<file path="src/rtl/vscan_pkg.sv">
// +--------------------------------------------------------------------------+
// | vscan_pkg                                                                |
// | Shared constants, FSM state and vector types for the image scan ctrl.    |
// | Revision: 1.0                                                            |
// +--------------------------------------------------------------------------+
`default_nettype none

package vscan_pkg;

  localparam int IMAGE_WIDTH  = 96;
  localparam int IMAGE_HEIGHT = 96;
  localparam int IMG_PIX      = IMAGE_WIDTH * IMAGE_HEIGHT;
  localparam int LANES        = 8;
  localparam int VEC_N        = 16;
  localparam int ELEM_W       = 16;
  localparam int N_W          = $clog2(LANES + 1);

  typedef enum logic [1:0] {
    IDLE  = 2'd0,
    RUN   = 2'd1,
    DRAIN = 2'd2,
    DONE  = 2'd3
  } vscan_state_t;

  typedef logic [VEC_N-1:0][ELEM_W-1:0] vec_t;

  // Low n bits set; lanes at or above n are invalid.
  function automatic logic [VEC_N-1:0] lane_mask(input logic [N_W-1:0] n);
    logic [VEC_N-1:0] m;
    m = '0;
    for (int i = 0; i < VEC_N; i++) begin
      m[i] = (i < int'(n));
    end
    return m;
  endfunction

endpackage

`default_nettype wire

</file>
<file path="src/rtl/vscan_out_reg.sv">
// +--------------------------------------------------------------------------+
// | vscan_out_reg                                                            |
// | Output register stage: loads a vector, holds it until valid&&ready.      |
// | Revision: 1.0                                                            |
// +--------------------------------------------------------------------------+
`default_nettype none

module vscan_out_reg #(
  parameter int DATA_W = 256,
  parameter int MASK_W = 16,
  parameter int IDX_W  = 16
) (
  input  logic              clk,
  input  logic              rst_n,
  input  logic              i_load,
  input  logic              i_ready,
  input  logic [DATA_W-1:0] i_data,
  input  logic [MASK_W-1:0] i_mask,
  input  logic [IDX_W-1:0]  i_idx,
  output logic              o_valid,
  output logic [DATA_W-1:0] o_data,
  output logic [MASK_W-1:0] o_mask,
  output logic [IDX_W-1:0]  o_idx
);

  logic              r_valid;
  logic [DATA_W-1:0] r_data;
  logic [MASK_W-1:0] r_mask;
  logic [IDX_W-1:0]  r_idx;

  // The controller only asserts i_load when the slot is empty or being drained.
  always_ff @(posedge clk) begin
    if (!rst_n) begin
      r_valid <= 1'b0;
      r_data  <= '0;
      r_mask  <= '0;
      r_idx   <= '0;
    end else if (i_load) begin
      r_valid <= 1'b1;
      r_data  <= i_data;
      r_mask  <= i_mask;
      r_idx   <= i_idx;
    end else if (r_valid && i_ready) begin
      r_valid <= 1'b0;
    end
  end

  assign o_valid = r_valid;
  assign o_data  = r_data;
  assign o_mask  = r_mask;
  assign o_idx   = r_idx;

endmodule

`default_nettype wire

</file>
<file path="src/rtl/vec_image_scan_ctrl.sv">
// +--------------------------------------------------------------------------+
// | vec_image_scan_ctrl                                                      |
// | Walks a pixel range in LANES-wide chunks and streams masked vectors.     |
// | Optional: VSCAN_ROW_ALIGN_EN keeps every chunk inside a single row.      |
// | Revision: 1.0                                                            |
// +--------------------------------------------------------------------------+
`default_nettype none

module vec_image_scan_ctrl
  import vscan_pkg::*;
(
  input  logic                    CLK,
  input  logic                    RST_N,
  input  logic                    start,
  input  logic [15:0]             base_addr,
  input  logic [15:0]             num_pix,
  output logic [15:0]             mem_addr,
  input  logic [VEC_N*ELEM_W-1:0] mem_rd,
  output logic                    out_valid,
  input  logic                    out_ready,
  output logic [VEC_N*ELEM_W-1:0] out_data,
  output logic [VEC_N-1:0]        out_mask,
  output logic [15:0]             out_idx,
  output logic                    busy,
  output logic                    done,
  output logic                    range_err
);

  vscan_state_t     r_state;
  vscan_state_t     w_state_nxt;

  logic [15:0]      r_cur;
  logic [15:0]      r_rem;
  logic [15:0]      r_idx;
  logic [15:0]      r_last_addr;
  logic             r_err;

  logic             w_start_ok;
  logic [15:0]      w_rem_init;
  logic [16:0]      w_end;
  logic             w_range_bad;
  logic             w_load;
  logic             w_last;
  logic [N_W-1:0]   w_n;
  logic [VEC_N-1:0] w_mask;
  vec_t             w_rd;
  vec_t             w_masked;

  assign w_start_ok  = (r_state == IDLE) && start;
  assign w_rem_init  = (num_pix == 16'd0) ? 16'(IMG_PIX) : num_pix;
  assign w_end       = {1'b0, base_addr} + {1'b0, w_rem_init};
  assign w_range_bad = (w_end > 17'(IMG_PIX));

  assign w_load = (r_state == RUN) && (!out_valid || out_ready);
  assign w_last = (r_rem == 16'(w_n));

`ifdef VSCAN_ROW_ALIGN_EN
  localparam int COL_W = $clog2(IMAGE_WIDTH + 1);

  logic [COL_W-1:0] r_col;
  logic [COL_W-1:0] w_cols_left;
  logic [COL_W-1:0] w_col_sum;

  assign w_cols_left = COL_W'(IMAGE_WIDTH) - r_col;
  assign w_col_sum   = r_col + COL_W'(w_n);

  always_ff @(posedge CLK) begin
    if (!RST_N) begin
      r_col <= '0;
    end else if (w_start_ok) begin
      r_col <= COL_W'(base_addr % 16'(IMAGE_WIDTH));
    end else if (w_load) begin
      r_col <= (w_col_sum == COL_W'(IMAGE_WIDTH)) ? '0 : w_col_sum;
    end
  end
`endif

  // Chunk size: min(LANES, rem[, columns left in the row]).
  always_comb begin
    w_n = N_W'(LANES);
    if (r_rem < 16'(LANES)) begin
      w_n = r_rem[N_W-1:0];
    end
`ifdef VSCAN_ROW_ALIGN_EN
    if (16'(w_cols_left) < 16'(w_n)) begin
      w_n = w_cols_left[N_W-1:0];
    end
`endif
  end

  assign w_mask = lane_mask(w_n);
  assign w_rd   = mem_rd;

  for (genvar g = 0; g < VEC_N; g++) begin : g_lane
    assign w_masked[g] = w_mask[g] ? w_rd[g] : '0;
  end

  // In IDLE/DRAIN/DONE the port shows the address of the last captured chunk.
  assign mem_addr = (r_state == RUN) ? r_cur : r_last_addr;

  always_ff @(posedge CLK) begin
    if (!RST_N) begin
      r_cur       <= '0;
      r_rem       <= '0;
      r_idx       <= '0;
      r_last_addr <= '0;
      r_err       <= 1'b0;
    end else if (w_start_ok) begin
      r_cur <= base_addr;
      r_rem <= w_rem_init;
      r_idx <= '0;
      r_err <= w_range_bad;
    end else if (w_load) begin
      r_cur       <= r_cur + 16'(w_n);
      r_rem       <= r_rem - 16'(w_n);
      r_idx       <= r_idx + 16'd1;
      r_last_addr <= r_cur;
    end
  end

  always_ff @(posedge CLK) begin
    if (!RST_N) begin
      r_state <= IDLE;
    end else begin
      r_state <= w_state_nxt;
    end
  end

  always_comb begin
    w_state_nxt = r_state;
    busy        = 1'b0;
    done        = 1'b0;
    range_err   = 1'b0;
    case (r_state)
      IDLE: begin
        if (start) begin
          w_state_nxt = w_range_bad ? DONE : RUN;
        end
      end
      RUN: begin
        busy = 1'b1;
        if (w_load && w_last) begin
          w_state_nxt = DRAIN;
        end
      end
      DRAIN: begin
        busy = 1'b1;
        if (out_valid && out_ready) begin
          w_state_nxt = DONE;
        end
      end
      DONE: begin
        done        = 1'b1;
        range_err   = r_err;
        w_state_nxt = IDLE;
      end
      default: begin
        w_state_nxt = IDLE;
      end
    endcase
  end

  vscan_out_reg #(
    .DATA_W (VEC_N*ELEM_W),
    .MASK_W (VEC_N),
    .IDX_W  (16)
  ) u_out_reg (
    .clk     (CLK),
    .rst_n   (RST_N),
    .i_load  (w_load),
    .i_ready (out_ready),
    .i_data  (w_masked),
    .i_mask  (w_mask),
    .i_idx   (r_idx),
    .o_valid (out_valid),
    .o_data  (out_data),
    .o_mask  (out_mask),
    .o_idx   (out_idx)
  );

endmodule

`default_nettype wire

</file>
<file path="config.mk">
export PLATFORM = sky130hd
export DESIGN_NAME = vec_image_scan_ctrl
export DESIGN_NICKNAME = d
export VERILOG_FILES = /design/src/rtl/vscan_pkg.sv /design/src/rtl/vscan_out_reg.sv /design/src/rtl/vec_image_scan_ctrl.sv
export SDC_FILE = /design/constraint.sdc
export NUM_CORES = 1
export LEC_CHECK = 0
export CORE_AREA = 2 2 232 234
export DETAILED_ROUTE_END_ITERATION = 10
export DIE_AREA = 0 0 234 236
export GPL_ROUTABILITY_DRIVEN = 1
export GPL_TIMING_DRIVEN = 1
export MAX_ROUTING_LAYER = met4
export PLACE_DENSITY = 0.6
export SKIP_CTS_REPAIR_TIMING = 1
export SYNTH_ARGS = -nofsm -noshare
export SYNTH_HDL_FRONTEND = slang
export SYNTH_SLANG_ARGS = --single-unit
</file>
<file path="constraint.sdc">
create_clock -name CLK -period 3.1 [get_ports CLK]
set_input_delay 0.62 -clock CLK [delete_from_list [all_inputs] [get_ports CLK]]
set_output_delay 0.62 -clock CLK [all_outputs]
set_load 0.1 [all_outputs]
</file>
==> impl_metrics.ini <==
[worst_setup_path]
endpoint_kind = register
reg2reg_setup_slack_ns = 0.15
crit_fanout = 4
r2r_end = r_cur[6]
slowest_delay_ns = 0.57
crit_start = r_rem[12]
crit_path_top_delay_cell = or4_4
critical_path.endpoint = r_cur[6]
ff2ff_path_depth = 12
setup.worst_path.class = register to register
crit_path_cell_trace = or4_4, nor4b_4, and2_4, nand2_2, inv_2, ha_2, fa_2, a21o_1, a21oi_2, buf_4, or3_1, a311oi_1
start_kind = register
critPathRequiredTime_ns = 3.54
worstPathArrival_ns = 3.39
reg2reg_from = r_rem[12]

[cts]
cts_max_path_buffers = 3
clock-sinks = 339
clk_latency_ns = 0.55
cts_buffers = 39
clk_pin_slew_ns = 0.06
tritoncts = yes
clockRootBuffer = clkbuf_16
cts_max_level = 2

[sta]
period_needed_ns = 2.95
hold_viol_final = 0
clock_skew_ns = 0.0194
finalCritPeriodShare = 0.952
fin_ws_ns = 0.150
setup_viol_count_final = 0
worstMarginPinSlew_ns = 0.756
slew_headroom = 0.496
tns_ns = 0
rsz0062_at_grt = true
slew_viol_final = 0
fin_hold_ws_ns = 0.452
fmax_ghz = 0.339

[global_route]
grt_start_max_net_pins = 140
grt_pass1_wl_um = 63500
grt_pass1_vias = 11400
track_usage = 0.149
antenna_found_initial = 0
grt-ovfl-total = 0

[placed_design]
io_buffers = 454
dp_hpwl_um = 29800
routabilityCongestion = 0.920
pre_cts_ws_ns = -0.448

[detailed_routing]
drt-wirelength-per-cell_um = 16.2
viasPerCell = 4.55
drc = 0
dr.pass1.iters = 5
routed_wl_um = 41900
dr.first_iter.drc_count = 689
num_vias = 11800
ant_nets = 0

[min_path]
worstHoldStart = u_out_reg.o_data[119]
worstHoldPathType = register to register

[die]
die_area_um2 = 55200
fp.dieH_um = 236
pin_count = 600
die_w_um = 234
initial_core_util = 0.241
row_count = 85
core_area_um2 = 53100

[yosys]
synth_compound_area_frac = 0.153
netlist_instances = 1383
synth_seq_cells = 339
synth_edf_count = 0
synth_mux_area_frac = 0.0180
synthSimpleGateAreaFrac = 0.190
syn_area_um2 = 12800
async_flop_share = 0
yosysTopAreaCellShare = 0.531
ys_types = 58
synth_area_per_cell_um2 = 9.24
synth_adder_area_share = 0.0296
netlist_top_cells_area = dfxtp_1, a22oi_1, and3_1, nor2_1, nand2_1
yosysSeqAreaShare = 0.531
synth_top_family_by_area = simple AND/OR/NAND/NOR gates
synth_common_cells = dfxtp_1, nor2_1, nand2_1
synthXorXnorAreaFrac = 0.0260
post-synth-top-count-cell = dfxtp_1
yosys_warnings = 0
ys.flop_type = dfxtp_1
yosys.area.top_type = dfxtp_1

[cells_and_area]
num-nets-final = 2182
antennaDiodeCount = 0
drive_above_1_share = 0.265
syn2layout_area_growth_pct = 52.2

[job]
drv_cap = 0

[power_and_ir_drop]
p_per_area_nw_per_um2 = 945
power_leakage_nw = 8.58
max-vdd-ir-drop_mv = 0.560

[status]
status = completed
## state kept, by name, summed over array words and instances (netlist names)
register,flops
u_out_reg.o_data,240
r_last_addr,16
r_rem,16
r_state,2
r_err,1
r_idx,16
u_out_reg.o_mask,15
u_out_reg.o_idx,16
u_out_reg.o_valid,1
r_cur,16
## layout make-up
class	count	area (µm²)
Fill cell	5291	33600
Sequential cell	339	6790
Multi-Input combinational cell	913	5470
Timing Repair Buffer	552	4800
Clock buffer	50	1110
Tap cell	696	871
Clock inverter	22	347
Inverter	16	65.1
## per-layer routing
layer	routed length, µm	share of wire	track usage
met5	0	0	-
met2	19300	0.46	0.233
met1	18500	0.44	0.188
met3	3360	0.080	0.0403
met4	844	0.020	0.0397
## how the worst min path moves through the flow
stage                                       end  cells past startpoint  slack (ns)
after detailed placement  u_out_reg.o_data[119]                      2        0.44
after global placement          r_last_addr[10]                      2        0.44
after global routing      u_out_reg.o_data[113]                      2        0.47
after CTS                 u_out_reg.o_data[119]                      2        0.45
final                     u_out_reg.o_data[119]                      2        0.45
after floorplan                  r_last_addr[0]                      2        0.43
## report_power, final
| group | switching [mW] | leakage [nW] | internal [mW] |
|---|---|---|---|
| Sequential | 0.435 | 2.75 | 4.95 |
| Clock | 1.92 | 0.716 | 3.22 |
| Combinational | 5.79 | 5.12 | 2.06 |
## cell families after synthesis
logic type	count (synthesis)
and+or+nand+nor	513
buffers and inverters	147
xor gates and xnor gates	38
adders and majority gates	29
muxes	21
AOI/OAI and AO/OA	294
DFF	339
other	2
## cell usage in the layout, fill, tap and decap left out, drive strengths merged, types with 4 or more instances in the layout
master         netlist  layout
o21ai               28      28
nand2              127     127
nand3               26      26
conb                 2      18
a21o                 7       7
xnor2               16      16
o211ai               6       6
clkinv               0      10
clkbuf              99      50
nor3                14      14
nand2b               5       5
and2                 4       4
a22oi              115     115
and3               125     125
xor2                22      22
mux2i                5       5
or3                  8       8
mux2                16      16
dfxtp              339     339
a31oi                4       4
nor4                 6       6
bufinv               0       8
buf                 32     390
a211oi              16      16
ha                  27      27
a21oi               92      92
nand4               10      10
or4                  4       4
nor2               180     180
clkdlybuf4s50        0     162
a311oi               8       8
inv                 16      19
## worst max-delay path: cells and delay by family (launching register included)
family	cells	cell delay (ns)
AO/OA/AOI/OAI	3	0.46
AND/OR/NAND/NOR	5	1.47
buffers and inverters	2	0.23
flip-flops	1	0.31
adder cells (fa/ha/maj)	2	0.38
## stage by stage
stage           util  instances  cell area [µm²]  total power, mW
2_1_floorplan      -       1399            12900             11.2
3_3_place_gp   0.338       2513            17900             13.2
3_5_place_dp   0.338       2513            17900             13.3
4_1_cts        0.365       2585            19400             18.5
5_1_grt        0.366       2588            19400             19.2
6_report       0.366       2588            19400             18.4
(Power assumes the default switching activity.)
